## src/rtl/key_debounce_repeat.sv

```systemverilog
// Eight-key synchroniser, tick-based debouncer and press/release/repeat pulser.
// Auto-repeat logic is built only when KEY_AUTOREPEAT_EN is defined.
module key_debounce_repeat #(
  parameter int NKEY         = 8,
  parameter int TICK_DIV     = 1000,
  parameter int DEB_TICKS    = 20,
  parameter int REPEAT_DELAY = 500,
  parameter int REPEAT_RATE  = 100,
  parameter bit KEY_POL      = 1'b1
) (
  input  logic            CLK,
  input  logic            RESETN,
  input  logic [NKEY-1:0] KEY_RAW,
  output logic [NKEY-1:0] KEY_LEVEL,
  output logic [NKEY-1:0] KEY_PRESS,
  output logic [NKEY-1:0] KEY_RELEASE,
  output logic [NKEY-1:0] KEY_REPEAT,
  output logic            TICK
);

  localparam int TW = $clog2(TICK_DIV + 1);
  localparam int DW = $clog2(DEB_TICKS + 1);

  localparam logic [TW-1:0] TICK_LAST = TW'(TICK_DIV - 1);
  localparam logic [DW-1:0] DEB_LAST  = DW'(DEB_TICKS - 1);
  localparam logic [NKEY-1:0] POL_MASK = KEY_POL ? '0 : '1;

  logic [NKEY-1:0] sync1;
  logic [NKEY-1:0] sync2;
  logic [TW-1:0]   tick_cnt;

  always_ff @(posedge CLK or negedge RESETN) begin
    if (!RESETN) begin
      sync1 <= '0;
      sync2 <= '0;
    end else begin
      sync1 <= KEY_RAW ^ POL_MASK;
      sync2 <= sync1;
    end
  end

  always_ff @(posedge CLK or negedge RESETN) begin
    if (!RESETN) begin
      tick_cnt <= '0;
    end else if (tick_cnt == TICK_LAST) begin
      tick_cnt <= '0;
    end else begin
      tick_cnt <= tick_cnt + TW'(1);
    end
  end

  assign TICK = (tick_cnt == TICK_LAST);

`ifdef KEY_AUTOREPEAT_EN
  localparam int REP_MAX =
    (REPEAT_DELAY > REPEAT_RATE) ? REPEAT_DELAY : REPEAT_RATE;
  localparam int RW = $clog2(REP_MAX + 1);
  localparam logic [RW-1:0] DELAY_LAST = RW'(REPEAT_DELAY - 1);
  localparam logic [RW-1:0] RATE_LAST  = RW'(REPEAT_RATE - 1);

  typedef enum logic [1:0] {
    IDLE,
    WAIT_DELAY,
    REPEATING
  } rep_state_t;
`endif

  for (genvar i = 0; i < NKEY; i++) begin : g_key
    logic [DW-1:0] deb_cnt;
    logic          level;
    logic          press;
    logic          rel;
    logic          differ;
    logic          accept;

    assign differ = (sync2[i] != level);
    // accept marks the tick on which the new level is taken
    assign accept = TICK && differ && (deb_cnt == DEB_LAST);

    always_ff @(posedge CLK or negedge RESETN) begin
      if (!RESETN) begin
        deb_cnt <= '0;
        level   <= 1'b0;
        press   <= 1'b0;
        rel     <= 1'b0;
      end else begin
        press <= accept && !level;
        rel   <= accept && level;
        if (TICK) begin
          if (!differ) begin
            deb_cnt <= '0;
          end else if (accept) begin
            deb_cnt <= '0;
            level   <= ~level;
          end else begin
            deb_cnt <= deb_cnt + DW'(1);
          end
        end
      end
    end

    assign KEY_LEVEL[i]   = level;
    assign KEY_PRESS[i]   = press;
    assign KEY_RELEASE[i] = rel;

`ifdef KEY_AUTOREPEAT_EN
    rep_state_t    state;
    logic [RW-1:0] rep_cnt;
    logic          rep;

    always_ff @(posedge CLK or negedge RESETN) begin
      if (!RESETN) begin
        state   <= IDLE;
        rep_cnt <= '0;
        rep     <= 1'b0;
      end else begin
        rep <= 1'b0;
        if (TICK) begin
          case (state)
            IDLE: begin
              if (accept && !level) begin
                state   <= WAIT_DELAY;
                rep_cnt <= '0;
              end
            end
            WAIT_DELAY: begin
              if (accept) begin
                state <= IDLE;
              end else if (rep_cnt == DELAY_LAST) begin
                state   <= REPEATING;
                rep_cnt <= '0;
                rep     <= 1'b1;
              end else begin
                rep_cnt <= rep_cnt + RW'(1);
              end
            end
            REPEATING: begin
              if (accept) begin
                state <= IDLE;
              end else if (rep_cnt == RATE_LAST) begin
                rep_cnt <= '0;
                rep     <= 1'b1;
              end else begin
                rep_cnt <= rep_cnt + RW'(1);
              end
            end
            default: state <= IDLE;
          endcase
        end
      end
    end

    assign KEY_REPEAT[i] = rep;
`else
    assign KEY_REPEAT[i] = 1'b0;
`endif
  end

endmodule
```

## config.mk

```make
export PLATFORM = sky130hd
export DESIGN_NAME = key_debounce_repeat
export DESIGN_NICKNAME = d
export VERILOG_FILES = /design/src/rtl/key_debounce_repeat.sv
export SDC_FILE = /design/constraint.sdc
export NUM_CORES = 1
export LEC_CHECK = 0
export CORE_MARGIN = 2
export CORE_UTILIZATION = 51
export DETAILED_ROUTE_END_ITERATION = 12
export HOLD_SLACK_MARGIN = 0.15
export PLACE_DENSITY = 0.87
export SYNTH_ARGS = -nofsm -noshare
export SYNTH_HDL_FRONTEND = slang
export SYNTH_SLANG_ARGS = --single-unit
```

## constraint.sdc

```tcl
create_clock -name CLK -period 1.7 [get_ports CLK]
set_input_delay 0.34 -clock CLK [delete_from_list [all_inputs] [get_ports CLK]]
set_output_delay 0.34 -clock CLK [all_outputs]
set_load 0.05 [all_outputs]
```

After elaboration in Yosys (flattened, before gate mapping)

Cells that the tools add are included.

Output and inout bits: 33
Word-level logic and storage cells: 134
Register bits: 90
Bits of input ports: 10

Equal/unequal tests: 17
Bitwise logic cells: 8
Reductions and logical operators: 48
Add/sub/neg operators: 9
Multiplexer cells: 17

Operators with widths:

| operator                                                        | number |
|---|---|
| 5-bit 2-to-1 mux                                                | 16 |
| 5-bit by 1-bit adder with 5-bit output, second input constant   | 8 |
| 5-bit equality test, second input constant                      | 8 |
| 1-bit logical AND                                               | 32 |
| 3-bit AND reduction                                             | 8 |
| 10-bit by 1-bit adder with 10-bit output, second input constant | 1 |
| 10-bit equality test, second input constant                     | 1 |
| 10-bit 2-to-1 mux                                               | 1 |
| 1-bit zero test                                                 | 8 |
| 1-bit inequality test                                           | 8 |
| 1-bit NOT                                                       | 8 |

Depth between registers and ports, before layout

Depth in word-level cells: 5
Mapped depth: 8
Gate-level depth less buffers: 6

Worst setup path after synthesis

OpenSTA, ideal clock, no wires.

Path kind: register to output
From: reg tick_cnt[0]
To: out TICK
Data required time: 1.360 ns
Path buffers: 2
Cell stages (with the launch flop): 7
Path slack: -0.110 ns
Data arrival time: 1.470 ns
Cells stage by stage: dfrtp_1 > ha_1 > and4bb_4 > nand3_4 > inv_2 > buf_4 > buf_2

Word-level cells in the longest chain between the ends: 1

Ends and longest elaborated chain:

| what                   | RTL line | source |
|---|---|---|
| start, declared        | 30       | `logic [TW-1:0] tick_cnt;` |
| start signal, assigned | 48       | `tick_cnt <= tick_cnt + TW'(1);` |
| 10-bit equality test   | 52       | `assign TICK = (tick_cnt == TICK_LAST);` |
| end, declared          | 18       | `output logic TICK` |

No other way between the ends.

Worst setup path in the final report

Same ends and word-level chain as after synthesis.

==> impl_metrics.py <==
metrics = {
    "setup_path": {
        "critPathKind": "reg2out",
        "crit_chain": "ha_2 -> and4bb_4 -> nand3_4 -> inv_4 -> buf_8 -> buf_12",
        "setup.worst_path.end_class": "primary output",
        "critPathArrivalTime_ns": 1.60,
        "cp.required_ns": 1.36,
        "cp_slowest_cell": "dfrtp_1",
        "critPathMaxFanout": 2,
        "worst_setup_path_start_kind": "flip-flop",
        "max_stage_delay_ns": 0.36,
    },
    "logic_synthesis": {
        "synth_edf_count": 0,
        "synth_seq_cells": 90,
        "yosysSeqAreaShare": 0.528,
        "synth_top_area_share": 0.528,
        "synth_largest_area_cell": "dfrtp_1",
        "async_flop_share": 1.00,
        "syn_inst": 415,
        "yosys.cell_types.count": 43,
        "synthMostInstantiatedCell": "dfrtp_1",
        "synth.area.top_cells": "dfrtp_1 53%, buf_4 6.0%, nand2_1 4.5%",
        "synthTopCellsByCount": "90 x dfrtp_1, 51 x nand2_1, 34 x buf_4",
        "synth_area_um2": 4270,
        "synth_warnings": 0,
        "postSynthAreaPerCell_um2": 10.3,
        "synth-main-ff-cell": "dfrtp_1",
    },
    "routing": {
        "firstDrtPassIters": 4,
        "ant_nets": 0,
        "routed_via_density": 5.65,
        "wl_per_cell_um": 15.9,
        "routed_wl_um": 9200,
        "drc": 0,
        "vias": 3266,
        "drt_iter0_markers": 179,
    },
    "power": {
        "p_per_area_nw_per_um2": 765,
        "fin_total_pwr_mw": 4.01,
        "p_leak_nw": 2.38,
        "irDropWorstVdd_v": 0.000376,
    },
    "place": {
        "place_area_um2": 4710,
        "dp.cells": 552,
        "gp_congestion": 0.855,
        "pre_cts_slack_ns": -0.0993,
        "portBuffers": 34,
        "dp_hpwl_um": 5560,
    },
    "finish": {
        "instances_no_fill": 578,
        "diodes": 0,
        "final_area_um2": 5240,
        "syn_to_final_growth_pct": 22.8,
        "num-nets-final": 487,
        "layout-drive-gt1-share": 0.277,
    },
    "global_routing": {
        "grt_max_degree": 44,
        "grt_pass1_vias": 3226,
        "grt_pass1_wl_um": 14500,
        "gr-total-overflow": 0,
        "antenna_found_initial": 0,
        "grt_use_total": 0.208,
    },
    "sta": {
        "slew_headroom": 0.604,
        "clock.fmax_ghz": 0.514,
        "min_period_ns": 1.94,
        "setup_violations": 38,
        "rsz0062_at_grt": "yes",
        "fin_ws_ns": -0.244,
        "slew_violations": 0,
        "finClkSkew_ns": 0.00952,
        "hold_violations": 0,
        "tightest_slew_ns": 0.586,
        "finalCritPeriodShare": 1.14,
    },
    "hold_path": {
        "hold_class": "reg2reg",
    },
    "floorplanning": {
        "fp-row-count": 33,
        "fp.dieW_um": 95.5,
        "initial_utilization": 0.522,
        "core_area_um2": 8180,
        "num_io_pins": 43,
        "die_y_um": 95.5,
        "die_area_um2": 9120,
    },
    "clocking": {
        "clk-insertion-delay-late_ns": 0.37,
        "clk_path_buf_depth": 2,
        "htree_levels": 3,
        "root_buffer": "clkbuf_8",
        "clk_pin_slew_ns": 0.09,
        "cts_sinks": 90,
        "tritoncts": "built",
        "cts_made_buffers": 9,
    },
    "flow_run": {
        "maxCapViolCount": 0,
    },
    "outcome": {
        "failed_checks": "setup timing",
        "outcome": "finished with violations",
    },
}
[worst paths after layout]
check,from,end,slack (ns),cells past startpoint
worst min register to register,sync1[2],sync2[2],0.35,0
worst min-delay path,sync1[2],sync2[2],0.35,0
min in group asynchronous,RESETN,g_key[0].press,0.45,2
max in group asynchronous,RESETN,g_key[1].deb_cnt[4],0.66,3
worst max register to register,tick_cnt[0],g_key[2].deb_cnt[3],-0.22,7
worst max-delay path,tick_cnt[0],TICK,-0.24,6
[worst max-delay path: cells and delay by family (launching register included)]
family,cells,cell delay (ns)
adders and majority gates,1,0.19
buffers and inverters,3,0.31
DFF,1,0.36
and+or+nand+nor,2,0.37
[timing repair]
action | 4_1_cts | 5_1_grt
gates resized for setup | 24 | 37
setup endpoints to repair | 36 | 51
cloned | 0 | 1
hold buffers | 1 | 0
pin swaps | 2 | 4
setup buffers | 5 | 3
hold endpoints to repair | 29 | 0
[final cells by class]
type	count	area (µm²)
well taps	105	131
clock inverters	5	85.1
multi-input cells	279	1880
fillers	589	2930
flip-flops and latches	90	2250
inverters	12	47.5
clock buffers	11	151
repair buffers	76	692
[placed cells by master (no fill, tap or decap), types with 3 or more instances in the layout]
cell             instances
nand3b_1                 3
o21ai_1                 15
buf_12                   5
a31oi_1                 13
nand3_1                 23
nor3b_2                 11
xor2_1                   5
ha_1                     8
nand2_4                  3
nand2_1                 46
nor3_1                   7
nor3b_1                  4
nor2b_1                  3
nor4bb_2                 3
clkbuf_8                11
or2_2                    6
dfrtp_1                 90
conb_1                   8
nand4_1                  3
buf_4                   58
nor2_1                  18
inv_1                   11
mux2_2                   7
xnor2_1                 10
clkdlybuf4s50_1          8
nand2b_1                20
o21ai_0                 16
o22ai_1                  7
a22o_1                   6
[sequential cells by signal, summed over array words and instances (netlist names)]
| signal | cells |
|---|---|
| sync1 | 8 |
| g_key.rel | 8 |
| g_key.level | 8 |
| g_key.deb_cnt | 40 |
| tick_cnt | 10 |
| g_key.press | 8 |
| sync2 | 8 |
[where the power goes]
group	total, mW	switching, mW	internal, mW
registers	2.17	0.0168	2.16
logic	0.144	0.104	0.0396
clock network	1.69	0.775	0.916
[cell families (layout without fill, tap and decap cells)]
logic type | after synthesis | in the layout | synth area share
AND/OR/NAND/NOR | 170 | 170 | 0.217
flip-flops | 90 | 90 | 0.528
AO/OA/AOI/OAI | 69 | 69 | 0.0982
buffers and inverters | 53 | 104 | 0.0774
XOR/XNOR | 15 | 15 | 0.0308
adder cells (fa/ha/maj) | 9 | 9 | 0.0264
multiplexers | 8 | 8 | 0.0220
other | 1 | 8 | 0.000879
[stage by stage]
stage | utilization | setup TNS [ns] | hold WS, ns
final | 0.641 | -2.34 | 0.354
after global routing | 0.641 | -5.29 | 0.364
after CTS | 0.620 | -0.958 | 0.356
after detailed placement | 0.576 | -0.910 | 0.301
after global placement | 0.576 | 0 | 0.290
after floorplan | - | 0 | 0.0444
[layer usage]
layer  track usage  wire (µm)  vias to the layer above
met5             0          0                        -
met4         0.115        351                        0
met3        0.0474        410                       35
met2         0.351       4770                      103
met1         0.245       3660                     1617
li1              -          -                     1511
(Power assumes the default switching activity.)
